### src/rtl/sample_i2s_tx.sv
// sample_i2s_tx: sample FIFO followed by an I2S serializer.
// Each mono sample is sent as one stereo frame, with the same word on the left and right slots.
// bclk and lrclk are derived from clk, and every flop in the block is clocked by clk.
//
// state (slot) | meaning
// 0            | LSB of previous right word on sdata, lrclk=0, new word loaded
// 1..16        | left word MSB..LSB
// 17..31       | right word MSB..bit1 (bit0 goes out in the next slot 0)
module sample_i2s_tx #(
    parameter int FIFO_DEPTH = 4,
    parameter int BCLK_DIV   = 4
) (
    input  logic                          clk,
    input  logic                          reset_n,
    input  logic signed [15:0]            sample_in,
    input  logic                          sample_ready_in,
    output logic [$clog2(FIFO_DEPTH):0]   fifo_level,
    output logic                          overflow,
    output logic                          underflow,
    output logic                          i2s_bclk,
    output logic                          i2s_lrclk,
    output logic                          i2s_sdata
);

    localparam int PTR_W = $clog2(FIFO_DEPTH);
    localparam int LVL_W = PTR_W + 1;
    localparam int DIV_W = (BCLK_DIV > 1) ? $clog2(BCLK_DIV) : 1;
    localparam logic [DIV_W-1:0] DIV_MAX  = DIV_W'(BCLK_DIV - 1);
    localparam logic [LVL_W-1:0] LVL_FULL = LVL_W'(FIFO_DEPTH);
    localparam logic [4:0]       SLOT_LAST = 5'd31;

    logic [15:0]      mem_q [FIFO_DEPTH];
    logic [PTR_W-1:0] wr_ptr_q, wr_ptr_d;
    logic [PTR_W-1:0] rd_ptr_q, rd_ptr_d;
    logic [LVL_W-1:0] level_q, level_d;
    logic [DIV_W-1:0] div_cnt_q, div_cnt_d;
    logic             bclk_q, bclk_d;
    logic             lrclk_q, lrclk_d;
    logic             sdata_q, sdata_d;
    logic [4:0]       slot_q, slot_d;
    logic [15:0]      frame_word_q, frame_word_d;
    logic             overflow_q, overflow_d;
    logic             underflow_q, underflow_d;

    logic             wrap;
    logic             fall;
    logic             frame_start;
    logic             fifo_empty;
    logic             fifo_full;
    logic             pop;
    logic             push;
    logic [3:0]       bit_idx;

    // Bit-clock divider and slot sequencing.
    always_comb begin
        wrap        = (div_cnt_q == DIV_MAX);
        div_cnt_d   = wrap ? '0 : div_cnt_q + 1'b1;
        bclk_d      = wrap ? ~bclk_q : bclk_q;
        fall        = wrap & bclk_q;
        slot_d      = fall ? slot_q + 5'd1 : slot_q;
        frame_start = fall & (slot_q == SLOT_LAST);
    end

    // FIFO control. A pop frees a slot in the same cycle, so a push into a full FIFO still lands.
    always_comb begin
        fifo_empty  = (level_q == '0);
        fifo_full   = (level_q == LVL_FULL);
        pop         = frame_start & ~fifo_empty;
        push        = sample_ready_in & (~fifo_full | pop);
        overflow_d  = sample_ready_in & ~push;
        underflow_d = frame_start & fifo_empty;
        wr_ptr_d    = push ? wr_ptr_q + 1'b1 : wr_ptr_q;
        rd_ptr_d    = pop  ? rd_ptr_q + 1'b1 : rd_ptr_q;
        level_d     = level_q;
        if (push && !pop) begin
            level_d = level_q + 1'b1;
        end else if (pop && !push) begin
            level_d = level_q - 1'b1;
        end
    end

    // Serializer data path. Slot s in 1..16 carries bit 16-s, and slot s in 17..31 carries bit 32-s.
    // Both cases reduce to (-s) mod 16.
    always_comb begin
        bit_idx      = 4'd0 - slot_d[3:0];
        frame_word_d = frame_word_q;
        if (frame_start) begin
            frame_word_d = pop ? mem_q[rd_ptr_q] : 16'h0000;
        end
        lrclk_d = lrclk_q;
        sdata_d = sdata_q;
        if (fall) begin
            lrclk_d = slot_d[4];
            // Slot 0 carries the LSB of the outgoing word, which is read before frame_word is reloaded.
            sdata_d = (slot_d == 5'd0) ? frame_word_q[0] : frame_word_q[bit_idx];
        end
    end

    // Sample storage. This array has no reset; occupancy is tracked by level_q.
    always_ff @(posedge clk) begin
        if (push) begin
            mem_q[wr_ptr_q] <= sample_in;
        end
    end

    // State registers.
    always_ff @(posedge clk or negedge reset_n) begin
        if (!reset_n) begin
            wr_ptr_q     <= '0;
            rd_ptr_q     <= '0;
            level_q      <= '0;
            div_cnt_q    <= '0;
            bclk_q       <= 1'b0;
            lrclk_q      <= 1'b1;
            sdata_q      <= 1'b0;
            slot_q       <= SLOT_LAST;
            frame_word_q <= '0;
            overflow_q   <= 1'b0;
            underflow_q  <= 1'b0;
        end else begin
            wr_ptr_q     <= wr_ptr_d;
            rd_ptr_q     <= rd_ptr_d;
            level_q      <= level_d;
            div_cnt_q    <= div_cnt_d;
            bclk_q       <= bclk_d;
            lrclk_q      <= lrclk_d;
            sdata_q      <= sdata_d;
            slot_q       <= slot_d;
            frame_word_q <= frame_word_d;
            overflow_q   <= overflow_d;
            underflow_q  <= underflow_d;
        end
    end

    assign fifo_level = level_q;
    assign overflow   = overflow_q;
    assign underflow  = underflow_q;
    assign i2s_bclk   = bclk_q;
    assign i2s_lrclk  = lrclk_q;
    assign i2s_sdata  = sdata_q;

endmodule

### config.mk
export PLATFORM = sky130hd
export DESIGN_NAME = sample_i2s_tx
export DESIGN_NICKNAME = d
export VERILOG_FILES = /design/src/rtl/sample_i2s_tx.sv
export SDC_FILE = /design/constraint.sdc
export NUM_CORES = 1
export LEC_CHECK = 0
export ABC_AREA = 1
export CORE_AREA = 2 2 84 86
export DETAILED_ROUTE_END_ITERATION = 16
export DIE_AREA = 0 0 86 88
export DONT_BUFFER_PORTS = 1
export PLACE_DENSITY = 0.79
export SYNTH_ARGS = -nofsm -noshare
export SYNTH_HDL_FRONTEND = slang
export SYNTH_SLANG_ARGS = --single-unit
### constraint.sdc
create_clock -name clk -period 4.1 [get_ports clk]
set_clock_uncertainty 0.05 [all_clocks]
set_input_delay 1.025 -clock clk [delete_from_list [all_inputs] [get_ports clk]]
set_output_delay 1.025 -clock clk [all_outputs]
set_load 0.1 [all_outputs]
* Word level (Yosys, flattened, before mapping)
Memories as Yosys holds them, arrays and structs flattened. Index checks and enable logic that the tools add are counted. W data, S select, Z words.
Operators by class: bitwise logic cells 11, $add $sub $neg 7, equality and inequality tests 3, mux-type cells 10, $lt $le $gt $ge 1, reductions and logical operators 7
Operator list (count):
- $mux W16 | 1
- $add A2 B1 Y2 const B | 3
- $and A1 B1 Y1 | 6
- $mux W3 | 2
- $add A5 B1 Y5 const B | 1
- $eq A5 B5 Y1 const B | 1
- $logic_not A5 Y1 | 1
- $lt A4 B5 Y1 const B | 1
- $mux W5 | 1
- $bmux W1 S4 | 1
- $mux W1 | 4
- $not A1 Y1 | 4
- $sub A1 B4 Y4 const A | 1
- $add A3 B1 Y3 const B | 1
- $eq A3 B3 Y1 const B | 1
- $logic_not A3 Y1 | 1
- $sub A3 B1 Y3 const B | 1
- $eq A2 B2 Y1 const B | 1
- $logic_and A1 B1 Y1 | 2
- $logic_not A1 Y1 | 2
- $mux W2 | 1
- $reduce_bool A2 Y1 | 1
- $or A1 B1 Y1 | 1
Word-level totals: input port bits 19, output and inout port bits 8, RAM bits 64, memories 1, register bits after elaboration 35
Memory list:
- mem_q | depth 4, width 16, rd ports 1, clocked after Yosys merged registers in 0, write ports 1, RTL line 32 | logic [15:0] mem_q [FIFO_DEPTH];

* Longest topological paths before layout
word-level depth 10, mapped depth 16, gate-level depth less buffers 15

* Least setup slack after synthesis
OpenSTA, ideal clock, no wires.
path kind flip-flop to flip-flop, start point register bclk_q (netlist: i2s_bclk), end point register level_q[2] (netlist: fifo_level[2]), path buffers 0, setup time 131 ps, path slack 1072 ps, data required time 3919 ps, arrival time 2848 ps, period minus slack after synthesis 3028 ps, stages on the path, launching flop included 15, path through dfrtp_1 nand2_2 inv_1 nand2_1 inv_2 nor4_1 inv_1 nand2_2 inv_1 ha_1 inv_1 fa_1 a21oi_1 o21ai_0 xor2_1
Between the ends: longest elaborated chain between the ends 8
RTL lines:
- start, declared | RTL line 37 | logic bclk_q, bclk_d;
- start signal, assigned | RTL line 125 | bclk_q <= bclk_d;
- $and A1 B1 Y1 * | RTL line 59 | fall = wrap & bclk_q;
- $and A1 B1 Y1 * | RTL line 61 | frame_start = fall & (slot_q == SLOT_LAST);
- $and A1 B1 Y1 * | RTL line 68 | pop = frame_start & ~fifo_empty;
- $or A1 B1 Y1 * | RTL line 69 | push = sample_ready_in & (~fifo_full | pop);
- $and A1 B1 Y1 * | RTL line 69
- via push | RTL line 51 | logic push;
- $logic_not A1 Y1 | RTL line 77 | end else if (pop && !push) begin
- $logic_and A1 B1 Y1 | RTL line 77
- $reduce_bool A2 Y1 (no source line)
- end signal, assigned | RTL line 123 | level_q <= level_d;
- end, declared | RTL line 35 | logic [LVL_W-1:0] level_q, level_d;
Mark *: on every way through the listed nets, which the timed path passes. The rest lies on a longest branch. A chain may end at the register's enable or synchronous reset.

* Worst setup path in the final report
start point register slot_q[0], end point register level_q[2] (netlist: fifo_level[2])
Between the ends: longest elaborated chain between the ends 8
RTL lines:
- start, declared | RTL line 40 | logic [4:0] slot_q, slot_d;
- start signal, assigned | RTL line 128 | slot_q <= slot_d;
- $eq A5 B5 Y1 * | RTL line 61
- $and A1 B1 Y1 * | RTL line 61
- $and A1 B1 Y1 * | RTL line 68
- $or A1 B1 Y1 * | RTL line 69
- $and A1 B1 Y1 * | RTL line 69
- via push | RTL line 51
- $logic_not A1 Y1 | RTL line 77
- $logic_and A1 B1 Y1 | RTL line 77
- $reduce_bool A2 Y1 (no source line)
Marks and branches as above.

==> results by group <==
Worst setup path
  – Worst setup EP type: flip-flop
  – Critical path startpoint category: flip-flop
  – Critical Path RT: between 4 and 5 ns
  – Reg2Reg Capture Point: fifo_level[2]$_DFFE_PN0P_
  – Crit-path leading delay family: adder cells
  – Critical path's slowest cell: dfstp_2
  – Worst Path Arrival: about 3.3 ns
  – RR Startpoint: slot_q[0]$_DFF_PN1_
  – R2r setup slk: 0.95 ns
  – Reg2Reg Depth: 15
  – Crit path buf inv count: 4
  – Crit path cell chain: ha_1 > and3_1 > ha_1 > nand2_1 > inv_2 > nor4_1 > inv_1 > nand2_2 > inv_1 > ha_1 > inv_1 > fa_1 > a21oi_1 > o21ai_0 > xor2_1
  – Max incr delay on CP: around 0.57 ns
  – Max FO, Critical Path: 35
  – WS Path Type: reg -> reg

Power
  – Sw Ratio: between 30% and 40%
  – Leakage power: 1.84 nW
  – Pint: 1.57 mW
  – Reg power frac: approximately 60%
  – VDD IR max: roughly 0.33 mV
  – Pwr per Cell Area: just over 500 mW/mm^2
  – Clock group share of total power: a little over a quarter
  – NetSw: 0.720 mW
  – Power share of the combinational group: 13.9%

STA
  – Tcrit/Tclk final: between 70% and 80%
  – Slew Viols, Final: 0
  – Sum Neg Setup Slack: 0 ns
  – Max Fclk: about 320 MHz
  – RSZ-0062 raised after global routing: no
  – Final min period: 3.15 ns
  – Worst Tran Pin Value: 1.03 ns
  – Max-slew headroom: between 30% and 40%
  – # setup viols final: 0
  – Worst hold slack: a little under 0.3 ns
  – Final hold violations: 0

Placed design
  – Inst Count DP: approximately 450
  – Buffers on Ports: 0
  – Hpwl dp: 4680 um
  – GPL Wtd Cong: approximately 0.82

Detailed routing
  – Final WL: between 7000 and 8000 um
  – Routed Antenna Nets: 0
  – Drt pass-1 iters: 4
  – DR vias: about 2600
  – DRC: 0
  – Via density per instance: approximately 5.7
  – Routed len/inst: between 15 and 20 um
  – DR iter-0 viols: 150

CTS
  – Worst skew pair latency: between 0.3 and 0.4 ns
  – CTS tree: yes
  – Sink Count: just under 100
  – Post-CTS setup buffers: 0
  – Clock Tree Buf Depth: 2
  – H-tree depth: 3
  – Post-CTS Hold Fix Bufs: 0
  – Inserted Clock Buffers: 9
  – CTS resizes: 0
  – CTS root buffer: clkbuf_8
  – Clk slew on worst S/H paths: approximately 0.1 ns

Synth
  – Cell count after synthesis: 375
  – Adder-Cell Fraction of Synth Area: 3.16%
  – Syn_area_per_cell: 11.2 sq um
  – Seq/Total Area, Yosys: approximately 67%
  – Synth warn: 0
  – Simple-gate area share of the yosys netlist: ~14%
  – Post-synth top cells: edfxtp_1 (64), o21ai_0 (51), nor2_1 (45)
  – Distinct cells, synth: 33
  – Post-synthesis compound-gate area fraction: about 9.2%
  – Cell area after synthesis: approximately 0.0042 sq mm
  – Post-synthesis net count: a little over 400
  – Synth async-reset ratio: around 35%
  – Synth area leaders: edfxtp_1 (46%), dfrtp_1 (17%), o21ai_0 (6.1%), nand3_1 (4.2%), nor2_1 (4.0%)
  – Ys flop type: edfxtp_1
  – FF+latch count, synth: between 90 and 100
  – Mux contribution to synthesized area: less than 1%
  – Largest family of logic cells by synthesized area: simple AND/OR/NAND/NOR gates
  – Yosys top cell area share: between 40% and 50%
  – Fraction of synthesized cell area in xor and xnor cells: between 1 and 1.5%
  – Post-synth top area cell: edfxtp_1
  – Most frequent cell after synthesis: edfxtp_1
  – EDFF count, synth: 64

Cells and area
  – Core Util, Final: about two thirds
  – N_diodes: 0
  – Layout area overhead: 6.85%
  – Share of cells above drive strength 1: between 10 and 15%
  – Nets: 409
  – Non-Filler Instances: 465

Floorplan
  – Site Rows: 30
  – Initial Util: between 60% and 70%
  – Ports: 27
  – Die area: 0.00757 sq mm
  – DIE HEIGHT: 88 um
  – Die X-Extent: 86 um
  – Core area: roughly 0.0066 sq mm

GRT
  – First-pass GRT wire length: roughly 12000 um
  – Largest net degree at the start of global routing: 36
  – Initial antenna violation count: 0
  – Gr usage total: between 20% and 30%
  – Vias in the first global route: ~2600
  – Total congestion overflow: 0

Job
  – Max-cap violation count: 0

Min path
  – Hold WC Path Type: in -> async

Outcome
  – Outcome: finished clean
flip-flops by register name, indices dropped and copies added, names as in the netlist, 2 cells and up:
register and flops:
div_cnt_q 2, fifo_level 3, frame_word_q 16, mem_q 64
rd_ptr_q 2, slot_q 5, wr_ptr_q 2
routing by layer:
metal | vias up | GRT usage (%) | part of all wire, %
li1 | 1288 | - | -
met1 | 1277 | 27.7 | 44
met2 | 54 | 35.9 | 50
met3 | 12 | 4.34 | 4.5
met4 | 0 | 9.24 | 1.3
met5 | - | 0 | 0
layout by cell type (no fill, tap or decap), drive strengths merged:
cell type and count:
clkinv 3, clkbuf 10, nand4 1, dfstp 6
inv 45, nor4 1, ha 9, xnor2 1
a31oi 1, or2 1, dfrtp 29, buf 7
a21oi 2, edfxtp 64, and3 1, o21ai 53
o22ai 16, nand2 45, fa 1, mux2 1
nand3 36, clkinvlp 1, nor2 47, xor2 4
power by group through the flow:
stage / registers (mW) / clock network, mW / logic [mW]
after global routing: 1.39 / 0.647 / 0.348
after detailed placement: 1.40 / 0 / 0.320
after CTS: 1.37 / 0.605 / 0.322
final: 1.37 / 0.597 / 0.317
after floorplan: 1.42 / 0 / 0.183
after global placement: 1.39 / 0 / 0.306
final cells by class:
class	count	area (sq um)
multi-input cells	220	1170
fillers	464	2160
repair buffers	7	52.6
clock buffers	10	138
flip-flops and latches	99	2810
inverters	43	161
well taps	80	100
clock inverters	6	56.3
worst max path at each step:
| stage | to | startpoint | slack, ns | cells past startpoint |
|---|---|---|---|---|
| 3_5_place_dp | fifo_level[2]$_DFFE_PN0P_ | slot_q[0]$_DFF_PN1_ | 0.92 | 15 |
| 6_report | fifo_level[2]$_DFFE_PN0P_ | slot_q[0]$_DFF_PN1_ | 0.95 | 15 |
| 5_1_grt | fifo_level[2]$_DFFE_PN0P_ | slot_q[0]$_DFF_PN1_ | 0.59 | 15 |
| 4_1_cts | fifo_level[2]$_DFFE_PN0P_ | slot_q[0]$_DFF_PN1_ | 0.91 | 15 |
| 3_3_place_gp | fifo_level[2]$_DFFE_PN0P_ | slot_q[0]$_DFF_PN1_ | 1.09 | 15 |
| 2_1_floorplan | fifo_level[2]$_DFFE_PN0P_ | i2s_bclk$_DFFE_PN0N_ | 1.07 | 14 |
cell families after synthesis:
family / Yosys count
buffers and inverters: 56
and+or+nand+nor: 132
adders and majority gates: 10
DFF: 99
AOI/OAI and AO/OA: 72
xor gates and xnor gates: 5
muxes: 1
through the flow:
step	total power, mW	worst slack [ns]	area (sq um)
finish	2.29	0.949	4490
global route	2.38	0.589	4490
CTS	2.30	0.909	4490
detailed placement	1.72	0.924	4290
floorplan	1.60	1.07	4200
global placement	1.69	1.09	4290
(Power assumes the default switching activity.)
